<file path="src/rtl/calc_pkg.sv">
// rtl/calc_pkg.sv - shared constants and operand types for the calculator pipeline
package calc_pkg;

  localparam int CALC_W = 8;

  // Field position inside the instruction word, in units of W bits
  localparam int A_IDX = 3;
  localparam int B_IDX = 2;
  localparam int C_IDX = 1;
  localparam int D_IDX = 0;

  typedef struct packed {
    logic [CALC_W-1:0] a;
    logic [CALC_W-1:0] b;
    logic [CALC_W-1:0] c;
    logic [CALC_W-1:0] d;
  } calc_instr_t;

  function automatic int field_lsb(input int idx, input int w);
    return idx * w;
  endfunction

endpackage

</file>
<file path="src/rtl/calc_pair_adder.sv">
// rtl/calc_pair_adder.sv - registered W+W to W+1 bit adder with synchronous active-low clear
module calc_pair_adder #(
  parameter int W = 8
) (
  input  logic         clk,
  input  logic         clear_n,
  input  logic [W-1:0] x,
  input  logic [W-1:0] y,
  output logic [W:0]   sum
);

  always_ff @(posedge clk) begin
    if (!clear_n) begin
      sum <= '0;
    end else begin
      sum <= {1'b0, x} + {1'b0, y};
    end
  end

endmodule

</file>
<file path="src/rtl/calculator_design.sv">
// rtl/calculator_design.sv - three-stage pipelined sum of four packed unsigned operands
module calculator_design
  import calc_pkg::*;
#(
  parameter int W = CALC_W
) (
  input  logic           clk,
  input  logic           reset,
  input  logic [4*W-1:0] instruction,
  output logic [W-1:0]   result
);

  localparam int A_LSB = field_lsb(A_IDX, W);
  localparam int B_LSB = field_lsb(B_IDX, W);
  localparam int C_LSB = field_lsb(C_IDX, W);
  localparam int D_LSB = field_lsb(D_IDX, W);

  if (W < 2) begin : g_bad_width
    $error("calculator_design: W must be at least 2");
  end

  logic [4*W-1:0] instr_q;
  logic [W:0]     sum_ab;
  logic [W:0]     sum_cd;

  always_ff @(posedge clk) begin
    if (!reset) begin
      instr_q <= '0;
    end else begin
      instr_q <= instruction;
    end
  end

  calc_pair_adder #(.W(W)) u_pair_ab (
    .clk     (clk),
    .clear_n (reset),
    .x       (instr_q[A_LSB +: W]),
    .y       (instr_q[B_LSB +: W]),
    .sum     (sum_ab)
  );

  calc_pair_adder #(.W(W)) u_pair_cd (
    .clk     (clk),
    .clear_n (reset),
    .x       (instr_q[C_LSB +: W]),
    .y       (instr_q[D_LSB +: W]),
    .sum     (sum_cd)
  );

  // Carry beyond bit W-1 is dropped: the result wraps modulo 2^W
  always_ff @(posedge clk) begin
    if (!reset) begin
      result <= '0;
    end else begin
      result <= W'(sum_ab + sum_cd);
    end
  end

endmodule

</file>
<file path="config.mk">
export PLATFORM = sky130hd
export DESIGN_NAME = calculator_design
export DESIGN_NICKNAME = d
export VERILOG_FILES = /design/src/rtl/calc_pkg.sv /design/src/rtl/calc_pair_adder.sv /design/src/rtl/calculator_design.sv
export SDC_FILE = /design/constraint.sdc
export NUM_CORES = 1
export LEC_CHECK = 0
export CORE_MARGIN = 5
export CORE_UTILIZATION = 40
export CTS_CLUSTER_DIAMETER = 150
export DETAILED_ROUTE_END_ITERATION = 10
export PLACE_DENSITY = 0.59
export SETUP_SLACK_MARGIN = 0.02
export SYNTH_ARGS = -nofsm -noshare
export SYNTH_HDL_FRONTEND = slang
export SYNTH_HIERARCHICAL = 1
export SYNTH_SLANG_ARGS = --single-unit
</file>
<file path="constraint.sdc">
create_clock -name clk -period 1.9 [get_ports clk]
set_input_delay 0.57 -clock clk [delete_from_list [all_inputs] [get_ports clk]]
set_output_delay 0.57 -clock clk [all_outputs]
set_load 0.01 [all_outputs]
</file>
-- Word level (Yosys, flattened, before mapping)
Index checks and enable logic that the tools add are counted.
- flip-flop bits (word level): 56
- input port bits: 34
- logic and storage cells: 7
- $add $sub $neg: 3
- operators with widths (cell ; number):
    8-bit adder ; 3

-- Longest topological paths before layout
Gate-level depths: netlist (run 1).
- depth after elaboration: 1
- gate-level depth with buffers: 7

-- Modules after synthesis
The synthesis (run 1) kept the hierarchy.
- modules (own cells, without submodules) (module ; instances ; cells an instance ; area an instance (sq um) ; sequential area each (sq um)):
    calculator_design ; 1 ; 126 ; 1425.1 ; 800.8
    calc_pair_adder ; 2 ; 55 ; 544.3 ; 180.2

-- Worst setup path after synthesis (run 1)
OpenSTA, ideal clock, no wires.
- kind: register -> register
- start point: register instr_q[16]
- end point: register u_pair_ab.sum[6]
- arrival time: 1.460 ns
- slack: 0.320 ns
- cell stages (with the launch flop): 7
- path buffers: 0
- period minus slack after synthesis: 1.580 ns
- path through: dfxtp_1 > ha_1 > fa_1 > a21oi_1 > o21ai_0 > a211oi_1 > nor2_1
- longest elaborated chain between the ends: 1
- ends and longest elaborated chain (what ; line ; text):
    start: declaration ; calculator_design.sv:22 ; logic [4*W-1:0] instr_q;
    start signal: assignment ; calculator_design.sv:30 ; instr_q <= instruction;
    8-bit adder ; calc_pair_adder.sv:16 ; sum <= {1'b0, x} + {1'b0, y};
    end signal: assignment ; calc_pair_adder.sv:16 ;
    end: declaration ; calc_pair_adder.sv:9 ; output logic [W:0] sum
Every way passes these cells.
A chain may end at the register's enable or synchronous reset.

-- Final worst setup path (run 1)
- start point: register instr_q[0]
- end point: register u_pair_cd.sum[6]
- longest elaborated chain between the ends: 1
- ends and longest elaborated chain (what ; line):
    8-bit adder ; calc_pair_adder.sv:16
    end signal: assignment ; calc_pair_adder.sv:16
    end: declaration ; calc_pair_adder.sv:9
Every way passes these cells.

==> results of run 1 <==
## final timing paths
kind                         start                     endpoint  cells past startpoint
min          instr_q[8]$_SDFF_PN0_  u_pair_cd/sum[0]$_SDFF_PN0_                      2
max reg2reg  instr_q[0]$_SDFF_PN0_  u_pair_cd/sum[6]$_SDFF_PN0_                      6
max          instr_q[0]$_SDFF_PN0_  u_pair_cd/sum[6]$_SDFF_PN0_                      6
min reg2reg  instr_q[8]$_SDFF_PN0_  u_pair_cd/sum[0]$_SDFF_PN0_                      2
## cell type report
class	instances	area, um^2
Fill cell	570	2890
Multi-Input combinational cell	158	1260
Sequential cell	56	1120
Timing Repair Buffer	43	438
Tap cell	75	93.8
Clock buffer	6	72.6
Inverter	10	37.5
Clock inverter	1	8.76
## sequential cells by signal, summed over array words and instances, names as in the netlist
register	cells
u_pair_cd/sum	8
instr_q	32
result	8
u_pair_ab/sum	8
## through the flow
step	area, um^2	hold WS (ps)	total power, W	util, %
after floorplan	2440	516	0.00159	-
after global placement	2950	534	0.00176	49.8
after detailed placement	2950	539	0.00177	49.8
after CTS	3030	562	0.00240	51.2
after global routing	3030	591	0.00249	51.2
final	3030	553	0.00235	51.2
## layout by cell type, fill, tap and decap left out, types with 3 or more instances in the layout
cell	n
a211oi_1	3
a211oi_2	3
a21oi_1	7
a21oi_2	5
and2_1	43
clkbuf_8	5
clkdlybuf4s50_1	41
dfxtp_1	56
fa_1	3
ha_1	23
inv_1	8
nand2_1	4
nand3_1	4
nor2_1	4
nor3_1	6
o211a_1	3
o21ai_0	12
o21bai_1	3
xor2_1	5
## power by group through the flow
stage	Combinational, W	Sequential (W)	Clock [W]
finish	0.000439	0.00129	0.000620
global route	0.000492	0.00130	0.000698
CTS	0.000446	0.00130	0.000656
detailed placement	0.000444	0.00132	0
global placement	0.000440	0.00132	0
floorplan	0.000265	0.00133	0
## metal layers
metal / share of wire, % / track usage, %
met2: 48 / 18.4
met4: 1.5 / 5.36
met3: 5.0 / 2.16
met5: 0 / 0
met1: 45 / 12.6
## tightest hold or removal path, delay by kind of cell, from the launching register on
family	cells	cell delay, ps
flops	1	320
simple gates	1	100
fa+ha+maj	1	110
==> reports/results.tsv, run 1 <==
metric	value	unit
RSZ-0062 raised after global routing	no	
delay-heaviest family, CP	compound AO/OA/AOI/OAI gates	
area delta synth->final	24.4	%
Non-Filler Instances	349	
CTS root buf	clkbuf_8	
Setup Viol. Count Final	0	
Die ar.	7750	um^2
Final Hold Fails	0	
post-cts hold buffer count	0	
layout net count	334	
fin crit share	93.0	%
Syn Inst Count	228	
syn avg cell area	10.7	um^2
Min Clock Period, post-route	1770	ps
top-level I/O count	42	
leakage	1.28	nW
CTS clk-pin slew, worst paths	90	ps
layout cell share with drive strength beyond 1	11.3	%
Sw Ratio	24.9	%
Die Ht	88.0	um
die width	88.0	um
CTS sink count	56	
Peak supply drop	0.328	mV
Worst Tran Pin Value	302	ps
std cell rows	28	
Final HPWL DP	2960	um
drt via density	4.61	
Worst path max stage delay	410	ps
Starting DRT DRC Count	41	
Post-Syn Area	2440	um^2
critical path class	reg2reg	
clk_skew	6.03	ps
P_int	0.00177	W
largest net degree at the start of global routing	55	
Crit-path slowest cell	fa_1	
worst skew pair latency	300	ps
DRC	0	
Detail Route Antenna Nets	0	
# H-tree levels	2	
Hold WC Path Type	reg2reg	
first-pass GRT wire length	6440	um
initial antenna violation count	0	
Max clock buf depth	2	
PwrDens	777	nW/um^2
Arrival @ worst endpoint	1970	ps
core area	5920	um^2
Worst Slack Setup Final	132	ps
TNS Setup	0	ps
vias	1609	
Initial Util	41.1	%
WL final	3840	um
Resized Gates After CTS	0	
clock share of power	26.3	%
Final GP Congestion	0.760	
Place WS	144	ps
placed cells	342	
CTS tree	built	
1st-pass router iterations	4	
number of diodes	0	
WL/cell	11.0	um
total grt overflow	0	
Critical Path Sink Type	flop	
critical-path cell list	ha_1, fa_1, a21oi_1, o21ai_0, a211oi_1, nor2_1	
startpoint types	flop	
Worst Path Buf+Inv	0	
FMAX	566	MHz
number of post-CTS setup repair buffers	0	
Slew Viols, Final	0	
GRT Overall Usage	10.7	%
maxcap violations	0	
vias in the first global route	1514	
Reg2Reg Setup Slack	130	ps
Critical Path RT	2100	ps
synth warn	6	
Mapped Nets	288	
Comb pwr share	18.6	%
Critical Path Fanout Max	3	
sequential power share	55.0	%
PortBufs	41	
Sw Pwr	0.000586	W
Slew HR	79.7	%
Num CTS Buffers	5	
status	finished, final reports clean	
(Power assumes the default switching activity.)
==> run 2, diff against run 1 <==
--- a/config.mk
+++ b/config.mk
@@ -9,7 +9,7 @@
 export CORE_UTILIZATION = 40
 export CTS_CLUSTER_DIAMETER = 150
 export DETAILED_ROUTE_END_ITERATION = 10
-export PLACE_DENSITY = 0.59
+export PLACE_DENSITY_LB_ADDON = 0.3
 export SETUP_SLACK_MARGIN = 0.02
 export SYNTH_ARGS = -nofsm -noshare
 export SYNTH_HDL_FRONTEND = slang
==> run 2 against run 1 <==
Non-clock buffer count unchanged. Global-route usage is 0.59 points higher. First-iteration DRC count grew 24%. Critical endpoint is now u_pair_ab/sum[6]$_SDFF_PN0_. Clock-buffer cell count rose by 1. Sequential share of layout area decreased by 0.59 points. Wire length rose by 0.88%. Largest power group unchanged. Clock skew decreased by 1.9 ps. Total power grew 8.7%.
==> reports/results.tsv, run 2 (synthesized netlist as in run 1, its figures left out) <==
metric	value	unit	change
status	finished, final reports clean		
most frequent cells in the layout	dfxtp_1, and2_1, clkdlybuf4s50_1		
Initial Util	41.1	%	unchanged
maxcap violations	0		unchanged
DRC	0		unchanged
layout cell share with drive strength beyond 1	12.4	%	+1.0 points
critical-path cell list	ha_1, fa_1, a21oi_1, o21ai_0, a211oi_1, nor2_1		
Critical Path RT	2090	ps	about the same
number of diodes	0		unchanged
Hold WC Path Type	reg2reg		
Die Ht	88.0	um	unchanged
Critical Path Sink Type	flop		
CTS tree	built		
drt via density	4.63		+0.46%
Die ar.	7750	um^2	unchanged
# H-tree levels	2		unchanged
CTS sink count	56		unchanged
std cell rows	28		unchanged
Crit-path slowest cell	fa_1		
Max clock buf depth	2		unchanged
Place WS	158	ps	+14.5 ps
initial antenna violation count	0		unchanged
WL final	3880	um	+0.88%
core area	5920	um^2	unchanged
startpoint types	flop		
top-level I/O count	42		unchanged
met1 usage	13.8	%	+1.2 points
vias	1621		+0.75%
GRT Overall Usage	11.3	%	+0.59 points
Min Clock Period, post-route	1730	ps	-39.8 ps
Final HPWL DP	2920	um	-1.2%
clk_skew	4.09	ps	-1.95 ps
total grt overflow	0		unchanged
Critical Path Fanout Max	3		unchanged
WL/cell	11.1	um	+0.60%
Peak supply drop	0.387	mV	+18%
FMAX	579	MHz	+2.3%
die width	88.0	um	unchanged
Most flops, register	instr_q		
vias in the first global route	1654		+9.2%
footprint of the multi-input gates	1260	um^2	+0.30%
Worst Tran Pin Value	365	ps	+63.0 ps
Slew HR	75.5	%	-4.2 points
area delta synth->final	26.4	%	
CTS root buf	clkbuf_8		
worst skew pair latency	300	ps	about the same
PortBufs	41		unchanged
Setup Viol. Count Final	0		unchanged
Worst Slack Setup Final	172	ps	+39.8 ps
layer carrying the most global-route usage	met2		
Starting DRT DRC Count	51		+24%
TNS Setup	0	ps	unchanged
layout net count	334		unchanged
fin crit share	91.0	%	-2.1 points
first-pass GRT wire length	6970	um	+8.3%
Filler cells	557		-2.3%
number of post-CTS setup repair buffers	0		unchanged
Final GP Congestion	0.780		+2.7%
M3 GR Usage	2.54	%	+0.38 points
Resized Gates After CTS	0		unchanged
1st-pass router iterations	3		-1
Final Hold Fails	0		unchanged
leakage	1.31	nW	+1.8%
max reg flops	32		unchanged
Detail Route Antenna Nets	0		unchanged
flip-flop and latch area	1120	um^2	unchanged
RSZ-0062 raised after global routing	no		
commonest non-fill, non-tap cell in the layout	dfxtp_1		
PwrDens	830	nW/um^2	+6.9%
Slew Viols, Final	0		unchanged
largest net degree at the start of global routing	55		unchanged
critical path class	reg2reg		
Num CTS Buffers	5		unchanged
CTS clk-pin slew, worst paths	90	ps	about the same
met2 usage in global routing	19.7	%	+1.4 points
post-cts hold buffer count	0		unchanged
Arrival @ worst endpoint	1920	ps	-50 ps
Worst path max stage delay	400	ps	about the same
[run 2: changes by cell type in the layout (fill, tap and decap cells not counted)]
cell       delta
a21oi_2       +1
bufinv_16     +1
clkbuf_8      +2
inv_6         -1
a21oi_1       -1
clkbuf_1      -1
[run 2: metal layers]
layer	up-vias	part of all wire [%]
met4	0	0.75
met5	-	0
li1	870	-
met1	719	46
met3	2	4.6
met2	30	48
[run 2: area by class of cell]
cell class,count,share of cell area (%)
inverter,10,1.22
timing repair buffer,43,14.2
clock inverter,1,0.975
tap,75,3.05
sequential,56,36.4
multi-input combinational,158,41.0
clock buffer,7,3.13
[run 2: final timing paths]
path / end / start / slack (ps) / cells past startpoint
worst min-delay path: u_pair_cd/sum[0]$_SDFF_PN0_ / instr_q[8]$_SDFF_PN0_ / 550 / 2
worst min register to register: u_pair_cd/sum[0]$_SDFF_PN0_ / instr_q[8]$_SDFF_PN0_ / 550 / 2
worst max register to register: u_pair_ab/sum[6]$_SDFF_PN0_ / instr_q[16]$_SDFF_PN0_ / 170 / 6
worst max-delay path: u_pair_ab/sum[6]$_SDFF_PN0_ / instr_q[16]$_SDFF_PN0_ / 170 / 6
[run 2: where the power goes]
part,internal [W],leakage (nW),switching (W)
Clock,0.000465,0.0645,0.000355
Sequential,0.00126,0.466,0.0000308
Combinational,0.000246,0.777,0.000197
Total,0.00198,1.31,0.000582
[run 2: stage by stage]
step                      area, um^2  utilization [%]  hold slack, ps  power, W  std cells
after floorplan                 2440                -             516   0.00159        228
after global placement          2950             49.8             532   0.00176        342
after detailed placement        2950             49.8             536   0.00177        342
after CTS                       3080             51.9             558   0.00260        350
after global routing            3080             52.0             584   0.00271        350
final                           3080             52.0             550   0.00256        350
[run 2: critical path, delay by kind of cell, from the launching register on]
kind	cells	cell delay (ps)
flip-flops	1	310
AO/OA/AOI/OAI	3	620
AND/OR/NAND/NOR	1	70
adder cells (fa/ha/maj)	2	620
==> run 3, diff against run 2 <==
--- a/config.mk
+++ b/config.mk
@@ -5,11 +5,13 @@
 export SDC_FILE = /design/constraint.sdc
 export NUM_CORES = 1
 export LEC_CHECK = 0
+export ABC_AREA = 1
 export CORE_MARGIN = 5
 export CORE_UTILIZATION = 40
 export CTS_CLUSTER_DIAMETER = 150
 export DETAILED_ROUTE_END_ITERATION = 10
 export PLACE_DENSITY_LB_ADDON = 0.3
+export REMOVE_ABC_BUFFERS = 1
 export SETUP_SLACK_MARGIN = 0.02
 export SYNTH_ARGS = -nofsm -noshare
 export SYNTH_HDL_FRONTEND = slang
==> run 3 against run 2 <==
Sequential share of layout area shrank 0.47 points. Combinational power shrank 5.0%. Worst hold slack lost 23 ps. Synthesized area grew 4.4%. Critical path depth shrank 5. Flip-flop and latch count is the same.
==> reports/results.tsv, run 3 <==
metric	value	unit	change
delay-heaviest family, CP	buffers and inverters		
worst skew pair latency	300	ps	about the same
Final GP Congestion	0.789		+1.2%
Worst Slack Setup Final	172	ps	+0.104 ps
RSZ-0062 raised after global routing	no		
DRC	0		unchanged
maxcap violations	0		unchanged
worst r2r path cells	9		+3
std cell rows	29		+3.6%
PortBufs	41		unchanged
core area	6280	um^2	+6.0%
first-pass GRT wire length	7160	um	+2.7%
vias	1944		+20%
fin crit share	91.0	%	about the same
startpoint types	flop		
WL final	3930	um	+1.3%
layer carrying the most global-route usage	met2		
total grt overflow	0		unchanged
top-level I/O count	42		unchanged
layout net count	436		+31%
Critical Path RT	1330	ps	-760 ps
Crit-path slowest cell	clkdlybuf4s50_1		
vias in the first global route	1785		+7.9%
syn avg cell area	7.64	um^2	-29%
PwrDens	786	nW/um^2	-5.3%
number of post-CTS setup repair buffers	0		unchanged
Hold EP	u_pair_cd/sum[0]$_SDFF_PN0_		
initial antenna violation count	0		unchanged
hold depth	3		+1
CTS root buf	clkbuf_8		
# H-tree levels	2		unchanged
Syn Inst Count	333		+46%
Die ar.	8050	um^2	+3.9%
commonest non-fill, non-tap cell in the layout	nand2_1		
Hold WC Path Type	reg2reg		
met2 usage in global routing	16.9	%	-2.8 points
Arrival @ worst endpoint	1160	ps	-760 ps
Worst Path Buf+Inv	1		+1
GRT Overall Usage	10.4	%	-0.82 points
worst setup path start	result[6]$_SDFF_PN0_		
Max clock buf depth	2		unchanged
Resized Gates After CTS	0		unchanged
largest net degree at the start of global routing	57		+3.6%
Reg2Reg Setup Slack	410	ps	+240 ps
M3 GR Usage	2.75	%	+0.21 points
Starting DRT DRC Count	85		+67%
critical-path cell list	clkdlybuf4s50_1		
Critical Path Fanout Max	1		-2
CTS sink count	56		unchanged
Die Ht	89.7	um	+1.9%
FMAX	579	MHz	about the same
critical path class	reg2out		
CTS tree	built		
synth warn	6		unchanged
max reg flops	32		unchanged
Critical Path Sink Type	primary output		
fin util	49.7	%	-2.3 points
Min-Delay Startpoint	instr_q[8]$_SDFF_PN0_		
post-cts hold buffer count	0		unchanged
Peak supply drop	0.335	mV	-13%
WL/cell	8.65	um	-22%
number of diodes	0		unchanged
TNS Setup	0	ps	unchanged
area delta synth->final	22.6	%	
Detail Route Antenna Nets	0		unchanged
drt via density	4.28		-7.5%
Worst path max stage delay	540	ps	+140 ps
Worst Tran Pin Value	224	ps	-141 ps
Slew HR	85.1	%	+9.6 points
status	finished, final reports clean		
met1 usage	13.0	%	-0.80 points
Final Hold Fails	0		unchanged
Setup Viol. Count Final	0		unchanged
Slew Viols, Final	0		unchanged
Most flops, register	instr_q		
R2R Path End	result[6]$_SDFF_PN0_		
CTS clk-pin slew, worst paths	90	ps	about the same
Initial Util	40.5	%	-0.62 points
layout cell share with drive strength beyond 1	5.04	%	-7.3 points
Place WS	413	ps	+255 ps
1st-pass router iterations	4		+1
Post-Syn Area	2540	um^2	+4.4%
Min Clock Period, post-route	1730	ps	-0.104 ps
die width	89.7	um	+1.9%
Final HPWL DP	3100	um	+6.0%
clk_skew	3.69	ps	-0.400 ps
Num CTS Buffers	5		unchanged
leakage	1.75	nW	+34%
most frequent cells in the layout	nand2_1, inv_1, dfxtp_1		
reg-to-reg critical path startpoint	u_pair_ab/sum[0]$_SDFF_PN0_		
## run 3: how the worst max path moves through the flow
| stage | cells after the start | endpoint | slack [ps] |
|---|---|---|---|
| finish | 1 | result[6] | 170 |
| global route | 1 | result[0] | 90 |
| CTS | 1 | result[0] | 150 |
| detailed placement | 9 | result[6]$_SDFF_PN0_ | 410 |
| global placement | 8 | u_pair_ab/sum[6]$_SDFF_PN0_ | 460 |
| floorplan | 9 | result[6]$_SDFF_PN0_ | 510 |
## run 3: per-stage QoR
step                      cells  total power (W)  hold slack, ps  area [um^2]
after global placement      446          0.00174             520         3010
final                       454          0.00245             527         3120
after detailed placement    446          0.00174             512         3010
after global routing        454          0.00262             560         3120
after floorplan             327          0.00156             496         2490
after CTS                   454          0.00250             536         3120
## run 3: area by class of cell
type	count	area, um^2
well taps	77	96.3
repair buffers	42	425
multi-input cells	205	1120
inverters	66	248
clock buffers	6	72.6
flip-flops and latches	56	1120
fillers	628	3160
clock inverters	2	35.0
## run 3: power breakdown
group          switching [W]  internal (W)
clock               0.000350      0.000391
sequential         0.0000300       0.00126
combinational       0.000202      0.000219
## run 3: metal layers
| layer | vias up | part of all wire (%) |
|---|---|---|
| li1 | 1072 | - |
| met1 | 836 | 49 |
| met2 | 30 | 45 |
| met3 | 6 | 3.9 |
| met4 | 0 | 2.1 |
| met5 | - | 0 |
